<file path="src/rtl/lsu_pkg.sv">
// Shared types and width codes for the MEM-stage load/store initiator.
package lsu_pkg;

  typedef enum logic [2:0] {
    ST_IDLE,
    ST_LD,
    ST_WR,
    ST_RMW_RD,
    ST_RMW_WR,
    ST_RESP
  } lsu_state_e;

  localparam logic [2:0] F3_B  = 3'b000;
  localparam logic [2:0] F3_H  = 3'b001;
  localparam logic [2:0] F3_W  = 3'b010;
  localparam logic [2:0] F3_BU = 3'b100;
  localparam logic [2:0] F3_HU = 3'b101;

  // Unsigned widths exist only for loads; a store with BU/HU is illegal.
  function automatic logic lsu_is_legal(input logic store, input logic [2:0] funct3);
    case (funct3)
      F3_B, F3_H, F3_W: return 1'b1;
      F3_BU, F3_HU:     return !store;
      default:          return 1'b0;
    endcase
  endfunction

endpackage

</file>
<file path="src/rtl/lsu_align.sv">
// Combinational byte-lane logic: load extract/extend and store merge into a read word.
module lsu_align
  import lsu_pkg::*;
(
  input  logic [31:0] word,
  input  logic [31:0] wdata,
  input  logic [1:0]  off,
  input  logic [2:0]  funct3,
  output logic [31:0] load_data,
  output logic [31:0] merged
);

  logic [4:0]  shamt;
  logic [31:0] shifted;
  logic [31:0] lane_mask;

  // NOTE: every signal assigned in always_comb gets a value on every path, otherwise a latch is inferred.
  always_comb begin
    shamt     = {off, 3'b000};
    shifted   = word >> shamt;
    load_data = word;
    lane_mask = '1;
    case (funct3[1:0])
      2'b00: begin
        load_data = funct3[2] ? {24'b0, shifted[7:0]} : {{24{shifted[7]}}, shifted[7:0]};
        lane_mask = 32'h0000_00FF << shamt;
      end
      2'b01: begin
        load_data = funct3[2] ? {16'b0, shifted[15:0]} : {{16{shifted[15]}}, shifted[15:0]};
        lane_mask = 32'h0000_FFFF << shamt;
      end
      default: ;
    endcase
    merged = (word & ~lane_mask) | ((wdata << shamt) & lane_mask);
  end

endmodule

</file>
<file path="src/rtl/lsu_mem_master.sv">
// MEM-stage load/store FSM driving a word-wide memory without byte enables.
// Optional macro LSU_MISALIGN_TRAP_EN: misaligned H/W accesses complete with resp_err.
module lsu_mem_master
  import lsu_pkg::*;
#(
  parameter int ADDR_WIDTH = 32,
  parameter int DAT_WIDTH  = 32
) (
  input  logic                  clk,
  input  logic                  rst_n,
  input  logic                  req_valid,
  output logic                  req_ready,
  input  logic                  req_store,
  input  logic [2:0]            req_funct3,
  input  logic [ADDR_WIDTH-1:0] req_addr,
  input  logic [DAT_WIDTH-1:0]  req_wdata,
  output logic                  resp_valid,
  output logic [DAT_WIDTH-1:0]  resp_rdata,
  output logic                  resp_err,
  output logic [ADDR_WIDTH-1:0] mem_addr,
  output logic [DAT_WIDTH-1:0]  mem_wdata,
  output logic                  mem_write,
  output logic                  mem_read,
  input  logic [DAT_WIDTH-1:0]  mem_rdata
);

  lsu_state_e           state;
  logic [2:0]           f3_q;
  logic [1:0]           off_q;
  logic [DAT_WIDTH-1:0] data_q;

  logic [1:0]           req_off;
  logic                 misaligned;
  logic [DAT_WIDTH-1:0] load_data;
  logic [DAT_WIDTH-1:0] merged;

  always_comb begin
    req_off    = req_addr[1:0];
    misaligned = 1'b0;
`ifdef LSU_MISALIGN_TRAP_EN
    case (req_funct3[1:0])
      2'b01:   misaligned = req_addr[0];
      2'b10:   misaligned = |req_addr[1:0];
      default: ;
    endcase
`else
    // Without the trap, misaligned halfwords/words silently round down.
    case (req_funct3[1:0])
      2'b01:   req_off[0] = 1'b0;
      2'b10:   req_off    = 2'b00;
      default: ;
    endcase
`endif
  end

  lsu_align u_align (
    .word      (mem_rdata),
    .wdata     (data_q),
    .off       (off_q),
    .funct3    (f3_q),
    .load_data (load_data),
    .merged    (merged)
  );

  // NOTE: sequential state uses non-blocking assignments so every register samples pre-edge values.
  always_ff @(posedge clk or negedge rst_n) begin
    if (!rst_n) begin
      state      <= ST_IDLE;
      req_ready  <= 1'b1;
      resp_valid <= 1'b0;
      resp_rdata <= '0;
      resp_err   <= 1'b0;
      mem_addr   <= '0;
      mem_wdata  <= '0;
      mem_write  <= 1'b0;
      mem_read   <= 1'b0;
      f3_q       <= '0;
      off_q      <= '0;
      data_q     <= '0;
    end else begin
      case (state)
        ST_IDLE: begin
          if (req_valid && req_ready) begin
            req_ready  <= 1'b0;
            resp_rdata <= '0;
            resp_err   <= 1'b0;
            mem_addr   <= {2'b00, req_addr[ADDR_WIDTH-1:2]};
            f3_q       <= req_funct3;
            off_q      <= req_off;
            data_q     <= req_wdata;
            if (!lsu_is_legal(req_store, req_funct3) || misaligned) begin
              resp_valid <= 1'b1;
              resp_err   <= 1'b1;
              state      <= ST_RESP;
            end else if (!req_store) begin
              mem_read <= 1'b1;
              state    <= ST_LD;
            end else if (req_funct3 == F3_W) begin
              mem_write <= 1'b1;
              mem_wdata <= req_wdata;
              state     <= ST_WR;
            end else begin
              mem_read <= 1'b1;
              state    <= ST_RMW_RD;
            end
          end
        end
        ST_LD: begin
          mem_read   <= 1'b0;
          resp_rdata <= load_data;
          resp_valid <= 1'b1;
          state      <= ST_RESP;
        end
        ST_RMW_RD: begin
          mem_read  <= 1'b0;
          mem_write <= 1'b1;
          mem_wdata <= merged;
          state     <= ST_RMW_WR;
        end
        ST_WR, ST_RMW_WR: begin
          mem_write  <= 1'b0;
          resp_valid <= 1'b1;
          state      <= ST_RESP;
        end
        ST_RESP: begin
          resp_valid <= 1'b0;
          resp_err   <= 1'b0;
          req_ready  <= 1'b1;
          state      <= ST_IDLE;
        end
        default: state <= ST_IDLE;
      endcase
    end
  end

endmodule

</file>
<file path="config.mk">
export PLATFORM = sky130hd
export DESIGN_NAME = lsu_mem_master
export DESIGN_NICKNAME = d
export VERILOG_FILES = /design/src/rtl/lsu_pkg.sv /design/src/rtl/lsu_align.sv /design/src/rtl/lsu_mem_master.sv
export SDC_FILE = /design/constraint.sdc
export NUM_CORES = 1
export LEC_CHECK = 0
export CORE_ASPECT_RATIO = 0.6
export CORE_MARGIN = 5
export CORE_UTILIZATION = 56
export CTS_BUF_LIST = sky130_fd_sc_hd__clkbuf_8
export CTS_CLUSTER_SIZE = 25
export DETAILED_ROUTE_END_ITERATION = 7
export DONT_BUFFER_PORTS = 1
export PLACE_DENSITY = 0.74
export SLEW_MARGIN = 30
export SYNTH_ARGS = -nofsm -noshare
export SYNTH_HDL_FRONTEND = slang
export SYNTH_SLANG_ARGS = --single-unit
</file>
<file path="constraint.sdc">
create_clock -name clk -period 1.7 [get_ports clk]
set_clock_uncertainty 0.05 [all_clocks]
set_input_delay 0.34 -clock clk [delete_from_list [all_inputs] [get_ports clk]]
set_output_delay 0.34 -clock clk [all_outputs]
set_load 0.05 [all_outputs]
</file>
# Word-level counts from Yosys, hierarchy flattened
# Cells that the tools add are included.
# op_classes
eq_ne	18
shifts	4
n_mux	39
n_bitwise	4
n_reduce_logical	24
# op_table
op	n
32-bit one-hot mux with 2 select lines	4
32-bit two-way mux	7
32-bit bitwise AND	2
32-bit NOT	1
32-bit OR	1
16-bit by 5-bit << shifter with 32-bit output (first input constant)	1
32-bit by 5-bit << shifter with 32-bit output	1
8-bit by 5-bit << shifter with 32-bit output (first input constant)	1
32-bit by 5-bit >> shifter with 16-bit output	1
1-bit two-way mux	18
3-bit equality test (second input constant)	4
2-bit inequality test (second input constant)	5
5-bit AND reduction	2
3-bit by 2-bit equality test with 1-bit output (second input constant)	3
3-bit one-hot mux with 3 select lines	1
1-bit one-hot mux with 2 select lines	4
2-bit nonzero test	4
2-bit OR reduction	4
3-bit by 1-bit equality test with 1-bit output (second input constant)	2
3-bit zero test	2
3-bit two-way mux	2
1-bit one-hot mux with 3 select lines	2
2-bit AND reduction	3
3-bit nonzero test	2
other kinds (10)	12
# word_totals
reg_bits	139
inputBits	103
output_inout_bits	101

# Longest topological paths before layout
# logic_depth
depth_word	8
ltp_mapped	9
depth_no_buf	7

# Hierarchy
# Synthesis repeated with hierarchy kept, for this count alone.
# unflattened
cells_unflattened	877
hier_area_um2	7415.9
# modules_own_cells
mod	instances	cells_each	area_per_inst_um2
lsu_mem_master	1	607	5708.0
lsu_align	1	270	1707.9

# Worst setup path after synthesis
# OpenSTA, ideal clock, no wires.
# synth_timing
path_type	register to register
startpoint	reg req_ready
endpoint	reg resp_rdata[30]
arrival_time_ns	1.598
setup_slack_ns	-0.074
stages_incl_launch_ff	5
path_cell_list	dfstp_2 and2_1 o21ai_1 clkbuf_1 a221o_1
# synth_between
elab_chain_cells	3
# synth_lines
item	line_no	text
start: declaration	lsu_mem_master.sv:12	output logic req_ready,
start signal: assignment	lsu_mem_master.sv:69	req_ready <= 1'b1;
start signal: assignment	lsu_mem_master.sv:84	req_ready <= 1'b0;
start signal: assignment	lsu_mem_master.sv:128	req_ready <= 1'b1;
1-bit logical AND	lsu_mem_master.sv:83	if (req_valid && req_ready) begin
2-bit inequality test (no source line)	--	
2-bit AND reduction (no source line)	--	
end signal: assignment	lsu_mem_master.sv:110	resp_rdata <= load_data;
end: declaration	lsu_mem_master.sv:18	output logic [DAT_WIDTH-1:0] resp_rdata,
# Every way passes these cells.
# A chain may end at the register's enable or synchronous reset.

# Worst setup path in the final report
# layout_timing
startpoint	reg off_q[0]
endpoint	reg mem_wdata[6]
# layout_between
elab_chain_cells	6
# layout_lines
item	line_no	text
start: declaration	lsu_mem_master.sv:29	logic [1:0] off_q;
start signal: assignment	lsu_mem_master.sv:89	off_q <= req_off;
16-bit by 5-bit << shifter with 32-bit output or 8-bit by 5-bit << shifter with 32-bit output (tied branches)	lsu_align.sv:30, lsu_align.sv:26	
32-bit one-hot mux with 2 select lines	lsu_align.sv:23	case (funct3[1:0])
32-bit NOT	lsu_align.sv:34	merged = (word & ~lane_mask) | ((wdata << shamt) & lane_mask);
32-bit bitwise AND	lsu_align.sv:34	
32-bit OR (*)	lsu_align.sv:34	
32-bit one-hot mux with 2 select lines (*)	lsu_mem_master.sv:81	case (state)
end signal: assignment	lsu_mem_master.sv:100	mem_wdata <= req_wdata;
end signal: assignment	lsu_mem_master.sv:117	mem_wdata <= merged;
end: declaration	lsu_mem_master.sv:21	output logic [DAT_WIDTH-1:0] mem_wdata,
# Every way passes the cells marked *; elsewhere a longest branch is shown, timed or not.

==> flow_summary.yaml <==
clock_network:
  cts.htree.levels: 4
  cts.path.max_buffers: 2
  cts.sinks: 139
  clk_pin_slew_ps: 100
  cts_tree: "yes"
  clk_latency_ps: 460
  cts_made_buffers: 17
  cts-root-buf: "clkbuf_8"
cells_and_area:
  final_cell_area_mm2: 0.009852
  nNetsFinal: 1017
  mostFrequentLayoutCell: "nand2_1"
  layout_common_cells: "nand2_1, dfrtp_1, dlygate4sd3_1"
  finish.utilization_pct: 80.89
  fillers: 669
  final_layout_size_suffix_gt1_share_pct: 26.62
  stdcell_count: 1092
  area_growth_pct: 40.23
synthesis:
  async_flop_share_pct: 100.0
  synthCells: 772
  synth-edff-count: 0
  synth_cell_types: 51
  syn_avg_cell_area_um2: 9.100
  yosysSeqAreaShare_pct: 49.53
  synth_seq_cells: 139
  ys_warn_count: 0
  synth_ff_type: "dfrtp_1"
  netlist_area_mm2: 0.007025
sta:
  holdWs_ps: -468.9
  rsz0062_at_grt: "yes"
  fin_crit_ps: 1931
  relSlewSlack_pct: 52.59
  hold_violations: 139
  fmax_mhz: 517.9
  tightest_slew_ps: 708.4
  period_share_pct: 113.6
  setup_slack_ps: -231.0
  finalSetupViolCount: 96
  slew_viol_final: 0
  tns_ps: -10600
run_status:
  status: "finished with violations"
  violations: "hold timing, setup timing"
critical_path:
  critPathKind: "reg2reg"
  path_max_fanout: 17
  crit_chain: "buf_6 > buf_4 > nor2_1 > buf_12 > o311ai_0 > o21ai_0 > o21ai_2"
  path_buf_inv: 3
  critPathCaptureType: "flip-flop"
  cpPeakStageDelay_ps: 470
  r2r-start: "off_q[0]"
  worstPathRequired_ps: 2020
  worstSetupStartpoint: "off_q[0]"
  critical-path-top-delay-family: "compound AO/OA/AOI/OAI gates"
  cp_slowest_cell: "dfrtp_2"
  crit_arrival_ps: 2250
  cp-start-kind: "flip-flop"
global_routing:
  grt_pass1_wl_um: 38870
  track_usage_pct: 33.30
  antenna_found_initial: 2
  grt_overflow_total: 0
  grt_pass1_vias: 6845
  grt_max_degree: 140
placed_design:
  dp_cells: 936
  placed_area_mm2: 0.007478
  place_worst_setup_slack_ps: -277.1
  gp_congestion: 0.9221
  io_buffers: 0
  hpwl_um: 16310
routing:
  wl_per_cell_um: 26.48
  viasPerCell: 6.649
  detail-route-antenna-nets: 0
  drc: 0
  first_iter_violations: 926
  routed_wl_um: 28910
  drt_first_pass_iters: 6
  routed-via-count: 7261
run:
  max_cap_viol_count: 0
power:
  p_leak_nw: 4.494
  power_mw: 6.775
  peakVddDrop_uv: 451.4
  powerDensity_mw_per_mm2: 687.6
floorplanning:
  start_util_pct: 57.68
  core_mm2: 0.01218
  die-area_mm2: 0.01496
  die_x_um: 154.6
  ios: 204
  row_count: 31
  dieHeight_um: 96.76
worst_hold_path:
  min_path_type: "in2async"
report_power, final:
group | switching, mW | leakage, nW | internal, mW
Combinational | 0.101 | 2.44 | 0.170
Clock | 1.40 | 0.228 | 1.75
Sequential | 0.0384 | 1.82 | 3.31
Total | 1.54 | 4.49 | 5.23
layout make-up:
| cell class | count | area (um^2) | area share (%) |
|---|---|---|---|
| clock inverters | 15 | 219.0 | 2.223 |
| diodes | 3 | 7.507 | 0.07620 |
| clock buffers | 17 | 234.0 | 2.375 |
| flip-flops and latches | 139 | 3483 | 35.36 |
| multi-input cells | 564 | 3666 | 37.21 |
| repair buffers | 176 | 1987 | 20.17 |
| inverters | 13 | 48.80 | 0.4953 |
| well taps | 165 | 206.4 | 2.096 |
final timing paths:
| check | cells past startpoint | to | slack, ps |
|---|---|---|---|
| max reg2reg | 7 | mem_wdata[6] | -230 |
| min | 0 | data_q[26] | -470 |
| min in group clk | 2 | off_q[1] | 10 |
| min reg2reg | 2 | data_q[30] | 450 |
| max | 7 | mem_wdata[6] | -230 |
| max in group asynchronous | 0 | req_ready | 1860 |
registers in the layout, indices dropped and copies added (netlist names), 2 cells and up:
| register | count |
|---|---|
| data_q | 32 |
| f3_q | 3 |
| mem_addr | 30 |
| mem_wdata | 32 |
| off_q | 2 |
| resp_rdata | 32 |
| state | 3 |
worst reg2reg max path, stage by stage, from the launching register on:
cell and delay [ps]:
dfrtp_2 470, buf_6 160, buf_4 110, nor2_1 60, buf_12 150, o311ai_0 420, o21ai_0 270, o21ai_2 170
kinds of logic (layout without fill, tap and decap cells):
| family | count (synthesis) | in the layout | synth area share [%] |
|---|---|---|---|
| AOI/OAI and AO/OA | 187 | 187 | 17.61 |
| and+or+nand+nor | 321 | 321 | 18.43 |
| DFF | 139 | 139 | 49.53 |
| muxes | 51 | 51 | 8.958 |
| other | 1 | 5 | 0.05338 |
| adders and majority gates | 3 | 3 | 0.5343 |
| buffers and inverters | 70 | 221 | 4.880 |
what timing repair did:
item,in CTS,in global routing
gates resized for setup,58,128
setup buffers,18,14
endpoints found under the setup margin,129,130
hold endpoints to repair,217,141
cloned,6,8
pin swaps,9,31
hold buffers,78,2
cell usage after synthesis, types with 2 or more instances:
library cell | instances | area share [%]
nand2b_1 | 4 | 0.36
or3_1 | 2 | 0.18
dfrtp_1 | 138 | 49
buf_1 | 2 | 0.11
a211oi_1 | 10 | 1.1
nor2_1 | 44 | 2.4
buf_6 | 3 | 0.48
o211ai_1 | 16 | 1.7
mux2i_1 | 34 | 4.8
nand3_1 | 7 | 0.50
mux2_2 | 9 | 1.4
nand2_1 | 247 | 13
inv_1 | 12 | 0.64
a221oi_1 | 8 | 1.0
mux4_1 | 2 | 0.75
o22ai_1 | 7 | 0.62
nor2b_1 | 5 | 0.45
buf_2 | 19 | 1.4
o21ai_0 | 57 | 4.1
and3_1 | 3 | 0.27
o311ai_0 | 8 | 1.0
a221o_1 | 17 | 2.4
buf_4 | 9 | 0.96
ha_1 | 3 | 0.53
o21a_1 | 2 | 0.21
o31ai_1 | 7 | 0.75
a21oi_1 | 37 | 2.6
clkbuf_1 | 24 | 1.3
mux4_2 | 6 | 1.9
a21o_1 | 9 | 0.96
metal layers:
| metal | vias to the layer above | share of wire (%) | global-route usage, % |
|---|---|---|---|
| met3 | 150 | 16 | 16.10 |
| met5 | - | 0.13 | 0 |
| met4 | 2 | 4.3 | 8.820 |
| li1 | 2964 | - | - |
| met1 | 3500 | 35 | 42.99 |
| met2 | 645 | 45 | 50.47 |
No activity file was read; power rests on OpenSTA's default activity.
